`src/rtl/computer_pkg.sv`:
```
// computer_pkg: shared constants and state types for the UART banner/echo controller
package computer_pkg;
    localparam int CLKS_PER_BIT_DEFAULT = 100_000_000 / 115200;
    localparam logic [3:0][7:0] BANNER_BYTES = {8'h0A, 8'h0D, 8'h4B, 8'h4F};
    typedef enum logic {BANNER, ECHO} ctl_state_t;
    typedef enum logic [1:0] {IDLE, START, DATA, STOP} uart_state_t;
endpackage

```
`src/rtl/uart_rx.sv`:
```
// uart_rx: 8N1 serial receiver with start-glitch rejection and one-cycle valid pulse
module uart_rx
    import computer_pkg::*;
#(
    parameter int CLKS_PER_BIT = CLKS_PER_BIT_DEFAULT
) (
    input  logic       clk,
    input  logic       rst_n,
    input  logic       rx,
    output logic [7:0] data,
    output logic       valid
);
    localparam int CW = $clog2(CLKS_PER_BIT);
    localparam logic [CW-1:0] LAST = CW'(CLKS_PER_BIT - 1);
    localparam logic [CW-1:0] HALF = CW'(CLKS_PER_BIT / 2 - 1);
    uart_state_t state, state_nx;
    logic [CW-1:0] cnt;
    logic [2:0] bit_idx;
    logic [7:0] shreg;
    logic s1, s2, s3, half, full;
    assign half = cnt == HALF;
    assign full = cnt == LAST;
    assign data = shreg;
    // s1/s2 synchronize the line; s3 is the previous synchronized value for edge detection
    always_comb begin
        state_nx = state;
        case (state)
            IDLE:  state_nx = s3 && !s2 ? START : IDLE;
            START: state_nx = half ? (s2 ? IDLE : DATA) : START;
            DATA:  state_nx = full && bit_idx == 3'd7 ? STOP : DATA;
            STOP:  state_nx = full ? IDLE : STOP;
        endcase
    end
    always_ff @(posedge clk or negedge rst_n) begin
        if (!rst_n) begin
            state        <= IDLE;
            cnt          <= '0;
            bit_idx      <= '0;
            shreg        <= '0;
            valid        <= 1'b0;
            {s3, s2, s1} <= 3'b111;
        end else begin
            state        <= state_nx;
            {s3, s2, s1} <= {s2, s1, rx};
            cnt          <= state == IDLE || (state == START ? half : full) ? '0 : cnt + 1'b1;
            bit_idx      <= state == DATA && full ? bit_idx + 1'b1 : bit_idx;
            shreg        <= state == DATA && full ? {s2, shreg[7:1]} : shreg;
            valid        <= state == STOP && full && s2;
        end
    end
endmodule

```
`src/rtl/uart_tx.sv`:
```
// uart_tx: 8N1 serial transmitter with load/busy handshake
module uart_tx
    import computer_pkg::*;
#(
    parameter int CLKS_PER_BIT = CLKS_PER_BIT_DEFAULT
) (
    input  logic       clk,
    input  logic       rst_n,
    input  logic       load,
    input  logic [7:0] data,
    output logic       busy,
    output logic       tx
);
    localparam int CW = $clog2(CLKS_PER_BIT);
    localparam logic [CW-1:0] LAST = CW'(CLKS_PER_BIT - 1);
    uart_state_t state, state_nx;
    logic [CW-1:0] cnt;
    logic [2:0] bit_idx;
    logic [7:0] shreg;
    logic last;
    assign last = cnt == LAST;
    assign busy = state != IDLE;
    // decoded from state so an asserted reset idles the line without waiting for an edge
    assign tx = state == START ? 1'b0 : state == DATA ? shreg[0] : 1'b1;
    always_comb begin
        state_nx = state;
        case (state)
            IDLE:  state_nx = load ? START : IDLE;
            START: state_nx = last ? DATA : START;
            DATA:  state_nx = last && bit_idx == 3'd7 ? STOP : DATA;
            STOP:  state_nx = last ? IDLE : STOP;
        endcase
    end
    always_ff @(posedge clk or negedge rst_n) begin
        if (!rst_n) begin
            state   <= IDLE;
            cnt     <= '0;
            bit_idx <= '0;
            shreg   <= '0;
        end else begin
            state   <= state_nx;
            cnt     <= state == IDLE || last ? '0 : cnt + 1'b1;
            bit_idx <= state == DATA && last ? bit_idx + 1'b1 : bit_idx;
            shreg   <= state == IDLE && load ? data : state == DATA && last ? shreg >> 1 : shreg;
        end
    end
endmodule

```
`src/rtl/computer.sv`:
```
// computer: UART controller that sends "OK\r\n" after reset, then echoes received bytes
module computer
    import computer_pkg::*;
#(
    parameter int CLK_FREQ     = 100_000_000,
    parameter int BAUD         = 115200,
    parameter int CLKS_PER_BIT = CLK_FREQ / BAUD
) (
    input  logic CLK100MHZ,
    input  logic CPU_RESETN,
    input  logic UART_RX,
    output logic UART_TX
);
    ctl_state_t state, state_nx;
    logic [2:0] idx;
    logic armed, buf_full, tx_load, tx_busy, rx_valid;
    logic [7:0] buf_data, tx_data, rx_data;
    uart_tx #(.CLKS_PER_BIT(CLKS_PER_BIT)) u_tx (
        .clk   (CLK100MHZ),
        .rst_n (CPU_RESETN),
        .load  (tx_load),
        .data  (tx_data),
        .busy  (tx_busy),
        .tx    (UART_TX)
    );
    uart_rx #(.CLKS_PER_BIT(CLKS_PER_BIT)) u_rx (
        .clk   (CLK100MHZ),
        .rst_n (CPU_RESETN),
        .rx    (UART_RX),
        .data  (rx_data),
        .valid (rx_valid)
    );
    always_comb begin
        state_nx = state == BANNER && idx == 3'd4 && !tx_busy ? ECHO : state;
        tx_load  = !tx_busy && (state == BANNER ? armed && idx != 3'd4 : buf_full);
        tx_data  = state == BANNER ? BANNER_BYTES[idx[1:0]] : buf_data;
    end
    // armed holds the first banner load back by one cycle after reset release
    always_ff @(posedge CLK100MHZ or negedge CPU_RESETN) begin
        if (!CPU_RESETN) begin
            state    <= BANNER;
            idx      <= '0;
            armed    <= 1'b0;
            buf_full <= 1'b0;
            buf_data <= '0;
        end else begin
            state <= state_nx;
            armed <= 1'b1;
            idx   <= state == BANNER && tx_load ? idx + 1'b1 : idx;
            if (state == ECHO && tx_load)
                buf_full <= 1'b0;
            else if (rx_valid && !buf_full) begin
                buf_full <= 1'b1;
                buf_data <= rx_data;
            end
        end
    end
endmodule

```
`config.mk`:
```
export PLATFORM = sky130hd
export DESIGN_NAME = computer
export DESIGN_NICKNAME = d
export VERILOG_FILES = /design/src/rtl/computer_pkg.sv /design/src/rtl/uart_rx.sv /design/src/rtl/uart_tx.sv /design/src/rtl/computer.sv
export SDC_FILE = /design/constraint.sdc
export NUM_CORES = 1
export LEC_CHECK = 0
export ABC_AREA = 1
export BUFFER_PORTS_ARGS = -buffer_cell sky130_fd_sc_hd__buf_2
export CAP_MARGIN = 20
export CORE_MARGIN = 4
export CORE_UTILIZATION = 25
export DETAILED_ROUTE_END_ITERATION = 7
export PLACE_DENSITY = 0.44
export SETUP_SLACK_MARGIN = 0.5
export SYNTH_ARGS = -nofsm -noshare
export SYNTH_HDL_FRONTEND = slang
export SYNTH_SLANG_ARGS = --single-unit
```
`constraint.sdc`:
```
create_clock -name CLK100MHZ -period 4.2 [get_ports CLK100MHZ]
set_input_delay 0.21 -clock CLK100MHZ [delete_from_list [all_inputs] [get_ports CLK100MHZ]]
set_output_delay 0.21 -clock CLK100MHZ [all_outputs]
set_load 0.005 [all_outputs]
```
---- Word level (Yosys, flattened, before mapping) ----
Index checks and enable logic that the tools add are counted.
cells by class
  reductions and logical operators ........ 26
  $lt $le $gt $ge ......................... 1
  equal/unequal tests ..................... 13
  add/sub/neg operators ................... 5
  bitwise operators ....................... 2
  multiplexer cells ....................... 24
operator list
  cell                     count
  $mux W8                  4
  $add A10 B1 Y10 const B  2
  $eq A10 B10 Y1 const B   2
  $mux W10                 2
  $bmux W8 S2              1
  $pmux W2 S4              2
  $logic_and A1 B1 Y1      15
  $eq A10 B9 Y1 const B    1
  $mux W1                  10
  $mux W2                  5
  $add A3 B1 Y3 const B    3
  $eq A3 B3 Y1 const B     3
  $eq A2 B2 Y1 const B     4
  $reduce_bool A2 Y1       3
  $eq A2 B1 Y1 const B     2
  $logic_not A2 Y1         2
  $logic_not A1 Y1         3
  $lt A2 B3 Y1 const B     1
  $ne A3 B3 Y1 const B     1
  $logic_or A1 B1 Y1       2
  $not A1 Y1               2
  $reduce_and A2 Y1        1
storage, ports and cells
  word-level logic and storage cells ...... 88
  input bits .............................. 3
  register bits after elaboration ......... 64

---- Logic depth before layout (Yosys ltp) ----
  word-level depth ........................ 7
  mapped depth ............................ 11

---- By module ----
A second synthesis with hierarchy kept.
unflattened totals
  cells, all modules ...................... 382
  area total of the unflattened synthesis .. 3,228.1 µm²
modules (own cells, without submodules)
  module    cells each  area each (µm²)  times used  sequential area each (µm²)
  uart_rx   144         1,325.0          1           679.4
  uart_tx   148         1,164.9          1           575.6
  computer  90          738.2            1           350.3

---- Worst setup path before layout ----
OpenSTA, ideal clock, no wires.
  path kind ............................... flip-flop to flip-flop
  from .................................... register idx[0]
  to ...................................... register u_tx.shreg[6]
  stages on the path, launching flop included .. 12
  arrival time ............................ 1,349 ps
  period minus slack after synthesis ...... 1,466 ps
  required time ........................... 4,083 ps
  path slack .............................. 2,734 ps
  path through ............................ dfrtp_1 inv_1 ha_1 nand2_1 nand2_1 nand2_1 nand2_4 buf_6 nand2_1 nand2_1 nand2_1 nand2_1
between the ends
  longest elaborated chain between the ends .. 6
  elaborated cells between the ends (all ways) .. 10
  classes of those cells .................. eq/ne: 1; mux: 5; reduce/logical: 4
RTL lines
  what                                           line            RTL
  start: declaration                             computer.sv:15  logic [2:0] idx;
  start signal: assignment                       computer.sv:49  idx <= state == BANNER && tx_load ? idx + 1'b1 : idx;
  $ne A3 B3 Y1                                   computer.sv:35  tx_load = !tx_busy && (state == BANNER ? armed && idx != 3'd4 : buf_full);
  $logic_and A1 B1 Y1                            computer.sv:35
  $mux W1                                        computer.sv:35
  $logic_and A1 B1 Y1                            computer.sv:35
  $logic_and A1 B1 Y1                            uart_tx.sv:44   shreg <= state == IDLE && load ? data : state == DATA && last ? shreg >> 1 : shreg;
  $mux W8 or $reduce_bool A2 Y1 (tied branches)  --
  end signal: assignment                         uart_tx.sv:44
  end: declaration                               uart_tx.sv:19   logic [7:0] shreg;
Parallel ways exist; a longest one is shown, timed or not. The select of a mux whose other input is x is not followed.
A chain may end at the register's enable or synchronous reset.

---- Final worst setup path ----
  from .................................... register u_rx.cnt[0]
  to ...................................... register u_rx.shreg[5] (netlist: u_rx.data[5])
between the ends
  longest elaborated chain between the ends .. 2
RTL lines
  what                      line           RTL
  start: declaration        uart_rx.sv:17  logic [CW-1:0] cnt;
  start signal: assignment  uart_rx.sv:45  cnt <= state == IDLE || (state == START ? half : full) ? '0 : cnt + 1'b1;
  $eq A10 B10 Y1            uart_rx.sv:22  assign full = cnt == LAST;
  $logic_and A1 B1 Y1       uart_rx.sv:47  shreg <= state == DATA && full ? {s2, shreg[7:1]} : shreg;
  end signal: assignment    uart_rx.sv:47
  end: declaration          uart_rx.sv:19  logic [7:0] shreg;
Every way passes these cells.

==> results.tsv <==
metric	value	unit
status	completed	
Remaining DRCs	0	
critical path arrival	2.09	ns
CTS sink cnt	64	
first-pass GRT wire length	10200	µm
Leak	1.79	nW
critical path's slowest cell	nand3_1	
Seq/Total Area, Yosys	0.525	
Post-synth EDFFs	0	
R2R depth	6	
Detailed Routing Iterations Pass 1	4	
Async SR Flop Fraction	1.00	
overall track demand over capacity in global routing	0.0886	
Pwr Density	544	mW/mm²
worst rel slew slack	0.449	
Starting Density	0.255	
Max Slew Vio Count	0	
Placed Cells	505	
CTS Buf Count	9	
synth unique cells	31	
prevailing post-synth register cell	dfrtp_1	
crit path cell chain	ha_1 -> nand3_1 -> nor2_1 -> nand3_1 -> nor2_1 -> a21oi_1	
# IOs	4	
Cells after Synth	359	
# diodes	0	
Mapped Area	0.00306	mm²
area share of the largest cell type after synthesis	0.499	
final WL	5460	µm
core box area	0.0120	mm²
max-cap viol count	0	
die extent in y	119	µm
share of layout cells above drive strength 1	0.107	
reg2reg start	u_rx.cnt[0]	
WL/cell	10.5	µm
grt total ovfl	0	
Die Width	119	µm
largest net degree at the start of global routing	65	
Worst Setup End Kind	flip-flop	
H-tree depth reported by CTS	3	
vias in the first global route	2204	
post-layout min period	1.91	ns
top cell type by total area after synthesis	dfrtp_1	
DR vias/cell	4.23	
slowest stage delay, CP	0.55	ns
Tightest Hold Check Type	in2async	
Final nets	384	
most frequent cells in the layout	nand2_1, dfrtp_1, nor2_1	
Final Non-Filler Cells	522	
Longest Clk Path Bufs	2	
actual slew at the worst max-slew pin	0.827	ns
Synth area leaders	dfrtp_1, nand2_1, nor2_1, nand3_1, inv_1	
Final Cycle Share	0.455	
final antenna-violating net count	0	
Sum Neg Setup Slack	0	ns
Synth Register Bits	64	
num rows	40	
clock tree from TritonCTS	built	
Worst R2R Setup Slack	2.29	ns
Post-DP HPWL	3720	µm
Avg Cell Area, Syn	8.52	µm²
filler cell count	1272	
Final Hold Vio Count	0	
setup violators final	0	
die area	0.0141	mm²
VDD IR max	0.000175	V
Multi-input gate area	0.00126	mm²
FF+latch area	0.00161	mm²
IO buf count	3	
Layout area overhead	16.9	%
worst flop-to-flop path endpoint	u_rx.data[5]	
crit path kind	reg2reg	
Final Skew	0.00573	ns
initial antenna violation count	0	
RSZ-0062 raised after global routing	no	
RePlAce Congestion	0.760	
Post-CTS Setup Inserts	0	
DR vias	2206	
DR iter-0 viols	98	
maximum clock frequency	0.523	GHz
Clk Latency, worst-skew pair	0.32	ns
commonest non-fill, non-tap cell in the layout	nand2_1	
Worst-path clk slew	0.06	ns
post-synth net total	373	
yosys synthesis warning count	0	
Critical Path RT	4.38	ns
root buffer cell	clkbuf_16	
Critical Path Start Type	flip-flop	
Crit Path Max Fanout	21	
-- cells by family after synthesis --
kind of cell	after synthesis	synth area share
and+or+nand+nor	187	0.274
xor gates and xnor gates	10	0.0286
AOI/OAI and AO/OA	38	0.0646
other	1	0.00123
adders and majority gates	11	0.0450
buffers and inverters	48	0.0625
DFF	64	0.525
-- layout make-up --
class / instances / area share
well taps: 147 / 0.0514
flip-flops and latches: 64 / 0.449
clock buffers: 11 / 0.0706
inverters: 43 / 0.0451
clock inverters: 5 / 0.0220
multi-input cells: 247 / 0.353
repair buffers: 5 / 0.00909
-- stage by stage --
| stage | hold WS (ns) | worst slack, ns | area (µm²) | util | power, mW |
|---|---|---|---|---|---|
| 6_report | 0.0619 | 2.29 | 3580 | 0.298 | 1.95 |
| 5_1_grt | 0.164 | 1.94 | 3580 | 0.298 | 2.09 |
| 4_1_cts | 0.103 | 2.24 | 3580 | 0.298 | 1.98 |
| 3_5_place_dp | 0.316 | 2.25 | 3240 | 0.269 | 1.15 |
| 3_3_place_gp | 0.315 | 2.34 | 3240 | 0.269 | 1.14 |
| 2_1_floorplan | -0.0856 | 2.73 | 3060 | - | 1.07 |
-- per-layer routing --
layer,wire length [µm],up-vias,track usage
li1,-,1162,-
met1,2840,1016,0.113
met4,74,0,0.0333
met2,2350,23,0.134
met3,186,5,0.0359
met5,0,-,0
-- synthesized netlist by cell type (2+ instances only) --
cell type and count:
nor2_2 2, nor2_1 46, nand3b_1 2, o21ai_1 4, or2_2 2, nor2_4 2
xor2_1 6, nand3_1 28, ha_1 11, buf_2 3, nand2_1 90, inv_1 37
nand4_1 6, xnor2_1 4, nand2_2 2, o21ai_0 18, dfstp_2 3, nor3_1 3
a21oi_1 13, inv_2 6, dfrtp_1 61
-- worst max-delay path by stage --
stage,from,to,slack [ns],cells past startpoint
2_1_floorplan,idx[0],u_tx.shreg[6],2.73,11
5_1_grt,u_rx.cnt[0],u_rx.data[1],1.94,6
4_1_cts,u_rx.cnt[0],u_rx.data[1],2.24,6
6_report,u_rx.cnt[0],u_rx.data[5],2.29,6
3_3_place_gp,u_rx.cnt[0],u_rx.data[4],2.34,6
3_5_place_dp,u_rx.cnt[0],u_rx.data[1],2.25,6
-- flip-flops by register name, indices dropped and copies added (netlist names) --
signal        count
armed             1
buf_data          8
buf_full          1
idx               3
state             1
u_rx.bit_idx      3
u_rx.cnt         10
u_rx.data         8
u_rx.s1           1
u_rx.s2           1
u_rx.s3           1
u_rx.state        2
u_rx.valid        1
u_tx.bit_idx      3
u_tx.cnt         10
u_tx.shreg        8
u_tx.state        2
-- what timing repair did --
action,CTS,global route
resized for setup,0,0
hold buffers,1,0
endpoints found under the hold margin,1,0
-- critical path, delay by kind of cell, from the launching register on --
kind / cells / cell delay (ns)
adder cells (fa/ha/maj): 1 / 0.22
flip-flops: 1 / 0.39
AO/OA/AOI/OAI: 1 / 0.06
AND/OR/NAND/NOR: 4 / 1.10
-- where the power goes --
part	internal, mW	total (mW)	leakage [nW]	switching [mW]
combinational	0.125	0.318	0.771	0.193
clock	0.550	0.819	0.165	0.269
sequential	0.707	0.810	0.850	0.103
total	1.38	1.95	1.79	0.565
No activity file was read; power rests on OpenSTA's default activity.
